<file path="src/rtl/key_event_fifo.sv">
// Buffers hps_io PS/2 key events in a small FIFO and replays them as
// key_ready strobes separated by a fixed gap, with an optional typematic filter.
module key_event_fifo #(
  parameter int DEPTH       = 8,
  parameter int GAP_CYCLES  = 1024,
  parameter int DROP_REPEAT = 1
) (
  input  logic        clk_sys,
  input  logic        reset_n,
  input  logic [10:0] ps2_key,
  input  logic        clear_ovf,
  output logic        key_ready,
  output logic        key_stroke,
  output logic [9:0]  key_code,
  output logic [4:0]  fifo_count,
  output logic        overflow
);

  localparam int AW = (DEPTH > 2) ? $clog2(DEPTH) : 1;
  localparam logic [AW-1:0] PTR_ONE  = AW'(1);
  localparam logic [4:0]    DEPTH_C  = 5'(DEPTH);
  localparam logic [15:0]   GAP_LOAD = 16'(GAP_CYCLES - 2);

  typedef enum logic [1:0] {
    S_IDLE    = 2'd0,
    S_PRESENT = 2'd1,
    S_GAP     = 2'd2
  } state_t;

  // input sampling and event detection
  logic          tog_q, tog_prev_q;
  logic [1:0]    seed_q;
  logic [9:0]    samp_q;
  logic          det_s;
  // detected entry, pushed one cycle later
  logic          ev_q, ent_stroke_q;
  logic [9:0]    ent_code_q;
  // FIFO and bookkeeping
  logic [10:0]   mem_q [DEPTH];
  logic [AW-1:0] wr_ptr_q, wr_ptr_d, rd_ptr_q, rd_ptr_d;
  logic [4:0]    count_q, count_d;
  logic          ovf_q, ovf_d;
  logic          rep_valid_q, rep_valid_d;
  logic [9:0]    rep_code_q, rep_code_d;
  logic          is_repeat_s, full_s, pop_s, push_s, ovf_evt_s;
  // pop FSM
  state_t        state_q, state_d;
  logic [15:0]   gap_q, gap_d;
  logic          key_ready_q, key_ready_d;
  logic          key_stroke_q, key_stroke_d;
  logic [9:0]    key_code_q, key_code_d;

  // seed_q[1] marks that tog_prev_q holds a real sample, so reset never fakes a toggle
  assign det_s = seed_q[1] & (tog_q ^ tog_prev_q);

  // Sample the key word and register detected events
  always_ff @(posedge clk_sys or negedge reset_n) begin
    if (!reset_n) begin
      tog_q        <= 1'b0;
      tog_prev_q   <= 1'b0;
      seed_q       <= 2'b00;
      samp_q       <= 10'd0;
      ev_q         <= 1'b0;
      ent_stroke_q <= 1'b0;
      ent_code_q   <= 10'd0;
    end else begin
      tog_q        <= ps2_key[10];
      tog_prev_q   <= tog_q;
      seed_q       <= {seed_q[0], 1'b1};
      samp_q       <= ps2_key[9:0];
      ev_q         <= det_s;
      ent_stroke_q <= samp_q[9];
      ent_code_q   <= {1'b0, samp_q[8:0]};
    end
  end

  // Push/pop arbitration, typematic filter and overflow flag
  always_comb begin
    full_s      = (count_q == DEPTH_C);
    pop_s       = (state_q == S_IDLE) && (count_q != 5'd0);
    is_repeat_s = (DROP_REPEAT != 0) && ev_q && ent_stroke_q && rep_valid_q &&
                  (rep_code_q == ent_code_q);
    push_s      = ev_q && !is_repeat_s && (!full_s || pop_s);
    ovf_evt_s   = ev_q && !is_repeat_s && full_s && !pop_s;

    wr_ptr_d    = push_s ? (wr_ptr_q + PTR_ONE) : wr_ptr_q;
    rd_ptr_d    = pop_s  ? (rd_ptr_q + PTR_ONE) : rd_ptr_q;

    case ({push_s, pop_s})
      2'b10:   count_d = count_q + 5'd1;
      2'b01:   count_d = count_q - 5'd1;
      default: count_d = count_q;
    endcase

    rep_valid_d = rep_valid_q;
    rep_code_d  = rep_code_q;
    if (ev_q && !ent_stroke_q) begin
      rep_valid_d = 1'b0;
    end else if (push_s && ent_stroke_q) begin
      rep_valid_d = 1'b1;
      rep_code_d  = ent_code_q;
    end else begin
      rep_valid_d = rep_valid_q;
    end

    // a new loss outranks a coincident clear
    if (ovf_evt_s) begin
      ovf_d = 1'b1;
    end else if (clear_ovf) begin
      ovf_d = 1'b0;
    end else begin
      ovf_d = ovf_q;
    end
  end

  // Pop FSM: one-cycle strobe then a counted gap
  always_comb begin
    state_d      = state_q;
    gap_d        = gap_q;
    key_stroke_d = key_stroke_q;
    key_code_d   = key_code_q;
    case (state_q)
      S_IDLE: begin
        if (pop_s) begin
          state_d      = S_PRESENT;
          key_stroke_d = mem_q[rd_ptr_q][10];
          key_code_d   = mem_q[rd_ptr_q][9:0];
        end else begin
          state_d = S_IDLE;
        end
      end
      S_PRESENT: begin
        if (GAP_CYCLES <= 2) begin
          state_d = S_IDLE;
          gap_d   = 16'd0;
        end else begin
          state_d = S_GAP;
          gap_d   = GAP_LOAD;
        end
      end
      S_GAP: begin
        if (gap_q <= 16'd1) begin
          state_d = S_IDLE;
          gap_d   = 16'd0;
        end else begin
          gap_d = gap_q - 16'd1;
        end
      end
      default: begin
        state_d = S_IDLE;
        gap_d   = 16'd0;
      end
    endcase
    key_ready_d = (state_d == S_PRESENT);
  end

  // FIFO storage is intentionally not reset
  always_ff @(posedge clk_sys) begin
    if (push_s) begin
      mem_q[wr_ptr_q] <= {ent_stroke_q, ent_code_q};
    end
  end

  // State and output registers
  always_ff @(posedge clk_sys or negedge reset_n) begin
    if (!reset_n) begin
      wr_ptr_q     <= '0;
      rd_ptr_q     <= '0;
      count_q      <= 5'd0;
      ovf_q        <= 1'b0;
      rep_valid_q  <= 1'b0;
      rep_code_q   <= 10'd0;
      state_q      <= S_IDLE;
      gap_q        <= 16'd0;
      key_ready_q  <= 1'b0;
      key_stroke_q <= 1'b0;
      key_code_q   <= 10'd0;
    end else begin
      wr_ptr_q     <= wr_ptr_d;
      rd_ptr_q     <= rd_ptr_d;
      count_q      <= count_d;
      ovf_q        <= ovf_d;
      rep_valid_q  <= rep_valid_d;
      rep_code_q   <= rep_code_d;
      state_q      <= state_d;
      gap_q        <= gap_d;
      key_ready_q  <= key_ready_d;
      key_stroke_q <= key_stroke_d;
      key_code_q   <= key_code_d;
    end
  end

  assign key_ready  = key_ready_q;
  assign key_stroke = key_stroke_q;
  assign key_code   = key_code_q;
  assign fifo_count = count_q;
  assign overflow   = ovf_q;

endmodule

</file>
<file path="config.mk">
export PLATFORM = sky130hd
export DESIGN_NAME = key_event_fifo
export DESIGN_NICKNAME = d
export VERILOG_FILES = /design/src/rtl/key_event_fifo.sv
export SDC_FILE = /design/constraint.sdc
export NUM_CORES = 1
export LEC_CHECK = 0
export ABC_AREA = 1
export CAP_MARGIN = 0
export CORE_MARGIN = 2
export CORE_UTILIZATION = 35
export CTS_CLUSTER_SIZE = 16
export DETAILED_ROUTE_END_ITERATION = 16
export DONT_BUFFER_PORTS = 1
export PLACE_DENSITY = 0.51
export SLEW_MARGIN = 20
export SYNTH_ARGS = -nofsm -noshare
export SYNTH_HDL_FRONTEND = slang
export SYNTH_SLANG_ARGS = --single-unit
</file>
<file path="constraint.sdc">
create_clock -name clk_sys -period 6 [get_ports clk_sys]
set_input_delay 1.2 -clock clk_sys [delete_from_list [all_inputs] [get_ports clk_sys]]
set_output_delay 1.2 -clock clk_sys [all_outputs]
set_load 0.02 [all_outputs]
</file>
==> reports/metrics.yaml <==
sta:
  worst_pin_slew_ns: 1.07
  setup_viol: 0
  relSlewSlack_pct: 28.4
  rsz0062_at_grt: "false"
  fmaxAchievable_mhz: 303
  slew_violations: 0
  final_hold_viol_count: 0
  fin_crit_ns: 3.30
  tns_ns: 0
  fin_skew_ns: 0.0129
  finalCritPeriodShare_pct: 54.9
layout:
  fill_cells: 1701
  fin_nets: 592
  drive_gt1_share_pct: 8.64
  num_antenna_cells: 0
  fin_cells: 808
  syn_to_final_growth_pct: 13.0
clocking:
  root_buffer: "clkbuf_16"
  numCtsBuffers: 17
  post_cts.repair.setup_buffers: 0
  clk_latency_ns: 0.43
  ctsHoldBuffers: 0
  cts_tree: "built"
  post_cts_resized: 0
  cts_buffer_depth: 2
  htree_levels: 4
  clk_pin_slew_ns: 0.06
  cts.sinks: 156
route:
  drtPass1Iterations: 10
  wl_per_cell_um: 15.8
  first_iter_violations: 268
  drt_wl_total_um: 12800
  vias: 3917
  drcViolationCount: 2
  drtAntennaViolNets: 0
  via_per_inst: 4.85
synthesis:
  ys_async_sr_fraction_pct: 48.7
  synth_ff_type: "edfxtp_1"
  synth_edf_count: 80
  synthDominantCellAreaShare_pct: 37.1
  synthesis.area_sq_mm: 0.00647
  yosysSeqAreaShare_pct: 66.5
  yosys.area.top_type: "edfxtp_1"
  yosysWarnings: 0
  ys_ff_latch: 156
  syn_inst: 562
  synth_nets: 588
  synthDistinctLibCells: 40
  netlist_top_cells_area: "edfxtp_1 37%, dfrtp_1 29%, nand2_1 5.8%, nor2_1 4.0%, inv_1 2.8%"
  yosysMostFrequentCell: "nand2_1"
  avgSynthCellArea_sq_um: 11.5
  synth_common_cells: "100 x nand2_1, 80 x edfxtp_1, 76 x dfrtp_1"
grt:
  grt_max_degree: 77
  grt_pass1_vias: 3980
  use_met1_pct: 17.2
  grt_first_pass_wirelength_um: 21400
  grtUsageMet3_pct: 3.97
  antenna_found_initial: 0
  grt_use_met2_pct: 24.7
  grtUsageTotal_pct: 14.3
  grt_overflow: 0
  grt.busiest_layer: "met2"
hold_path:
  hold_class: "reg2reg"
  hold_end: "ent_code_q[5]"
  hold_start: "samp_q[5]"
  hold_depth: 0
setup_path:
  r2r-end: "fifo_count[4]"
  arrival_ns: 3.61
  path_max_fanout: 16
  rrSetupSlack_ns: 2.70
  rr_worst_depth: 15
  cp-start-kind: "flip-flop"
  cp.required_ns: 6.32
  timing.rr.start: "fifo_count[0]"
  crit_path_end_kind: "flip-flop"
  crit_type: "reg2reg"
die:
  start_util_pct: 35.8
  core_sq_mm: 0.0181
  io_pins: 32
  row_count: 49
  die_h_um: 140
  die_w_um: 140
  die_area_sq_mm: 0.0196
status:
  status: "finished with violations"
  violations: "DRC"
placement:
  io_buffers: 0
  placed_cells: 776
  place_hpwl_um: 8120
  routabilityCongestion: 0.735
run:
  cap_violations: 0
power:
  static-leakage-power_nw: 3.02
  total_power_mw: 3.66
  powerDensity_mw_per_mm2: 500
  ir_drop_uv: 218
where the power goes:
group | leakage [nW] | internal (mW) | switching, mW
registers | 1.66 | 1.31 | 0.211
clock network | 0.297 | 0.672 | 0.413
logic | 1.06 | 0.375 | 0.676
total | 3.02 | 2.36 | 1.30
worst max-delay path: stages, from the launching register on:
cell	delay (ns)
dfrtp_1	0.52
nor2_1	0.20
nand4_1	0.11
nand2_1	0.49
inv_1	0.47
nand2_2	0.24
inv_1	0.12
fa_1	0.39
nand2_1	0.09
nand2_1	0.05
a21oi_1	0.18
nand2_1	0.10
nand2_1	0.11
nand2_1	0.05
nand2_1	0.05
inv_1	0.04
cell families after synthesis:
| kind of cell | count (synthesis) | share of synthesized area (%) |
|---|---|---|
| simple gates | 204 | 13.3 |
| mux | 10 | 1.55 |
| buf+inv | 69 | 4.43 |
| flops | 156 | 66.5 |
| other cells | 2 | 0.116 |
| xor+xnor | 19 | 2.69 |
| compound gates | 90 | 9.01 |
| fa+ha+maj | 12 | 2.44 |
final cells by class:
cell class,count,area [sq um],area share [%]
clock buffers,26,546,7.46
clock inverters,6,68.8,0.941
inverters,50,190,2.60
multi-input cells,337,1890,25.8
flip-flops and latches,156,4300,58.9
well taps,229,287,3.92
repair buffers,4,30.0,0.411
per-stage QoR:
| stage | utilization (%) | setup slack (ns) | hold WS [ns] | cell area [sq um] |
|---|---|---|---|---|
| 4_1_cts | 40.4 | 2.66 | 0.349 | 7310 |
| 3_5_place_dp | 37.0 | 2.66 | 0.335 | 6700 |
| 6_report | 40.4 | 2.70 | 0.346 | 7310 |
| 2_1_floorplan | - | 3.75 | 0.331 | 6470 |
| 5_1_grt | 40.4 | 2.31 | 0.352 | 7310 |
| 3_3_place_gp | 37.0 | 2.76 | 0.332 | 6690 |
worst max path at each step:
stage	from	to	slack (ns)	cells after the start
floorplan	fifo_count[0]	fifo_count[4]	3.75	15
global placement	fifo_count[0]	fifo_count[4]	2.76	15
detailed placement	fifo_count[0]	fifo_count[4]	2.66	15
CTS	fifo_count[0]	fifo_count[4]	2.66	15
global route	state_q[0]	fifo_count[4]	2.31	15
finish	fifo_count[0]	fifo_count[4]	2.70	15
placed cells by master, fill, tap and decap left out, types with 4 or more instances in the layout:
| master | synthesis | final |
|---|---|---|
| edfxtp_1 | 80 | 80 |
| nor2_1 | 69 | 67 |
| clkbuf_16 | 0 | 19 |
| o21bai_1 | 8 | 8 |
| nand4_1 | 4 | 4 |
| nor2_2 | 2 | 4 |
| mux2i_1 | 10 | 10 |
| clkbuf_8 | 0 | 4 |
| buf_4 | 1 | 4 |
| o22ai_1 | 7 | 7 |
| ha_1 | 11 | 11 |
| o32ai_1 | 10 | 10 |
| dfrtp_1 | 76 | 76 |
| nand3_1 | 16 | 16 |
| o21ai_0 | 32 | 32 |
| o21ai_1 | 8 | 8 |
| o211ai_1 | 11 | 11 |
| xor2_1 | 14 | 14 |
| inv_1 | 48 | 48 |
| nand2_1 | 100 | 100 |
| xnor2_1 | 4 | 4 |
| o221ai_1 | 10 | 10 |
sequential cells by signal, summed over array words and instances, names as in the netlist:
register,flops
rd_ptr_q,3
overflow,1
state_q,2
wr_ptr_q,3
key_ready,1
samp_q,10
rep_code_q,9
seed_q,2
key_code,9
key_stroke,1
ev_q,1
ent_code_q,9
tog_q,1
fifo_count,5
gap_q,16
rep_valid_q,1
ent_stroke_q,1
tog_prev_q,1
mem_q,80
layer usage:
layer	vias up	routed length, um
met2	66	6610
met3	13	461
met5	-	0
met4	0	176
li1	1927	-
met1	1911	5560
(Power assumes the default switching activity.)
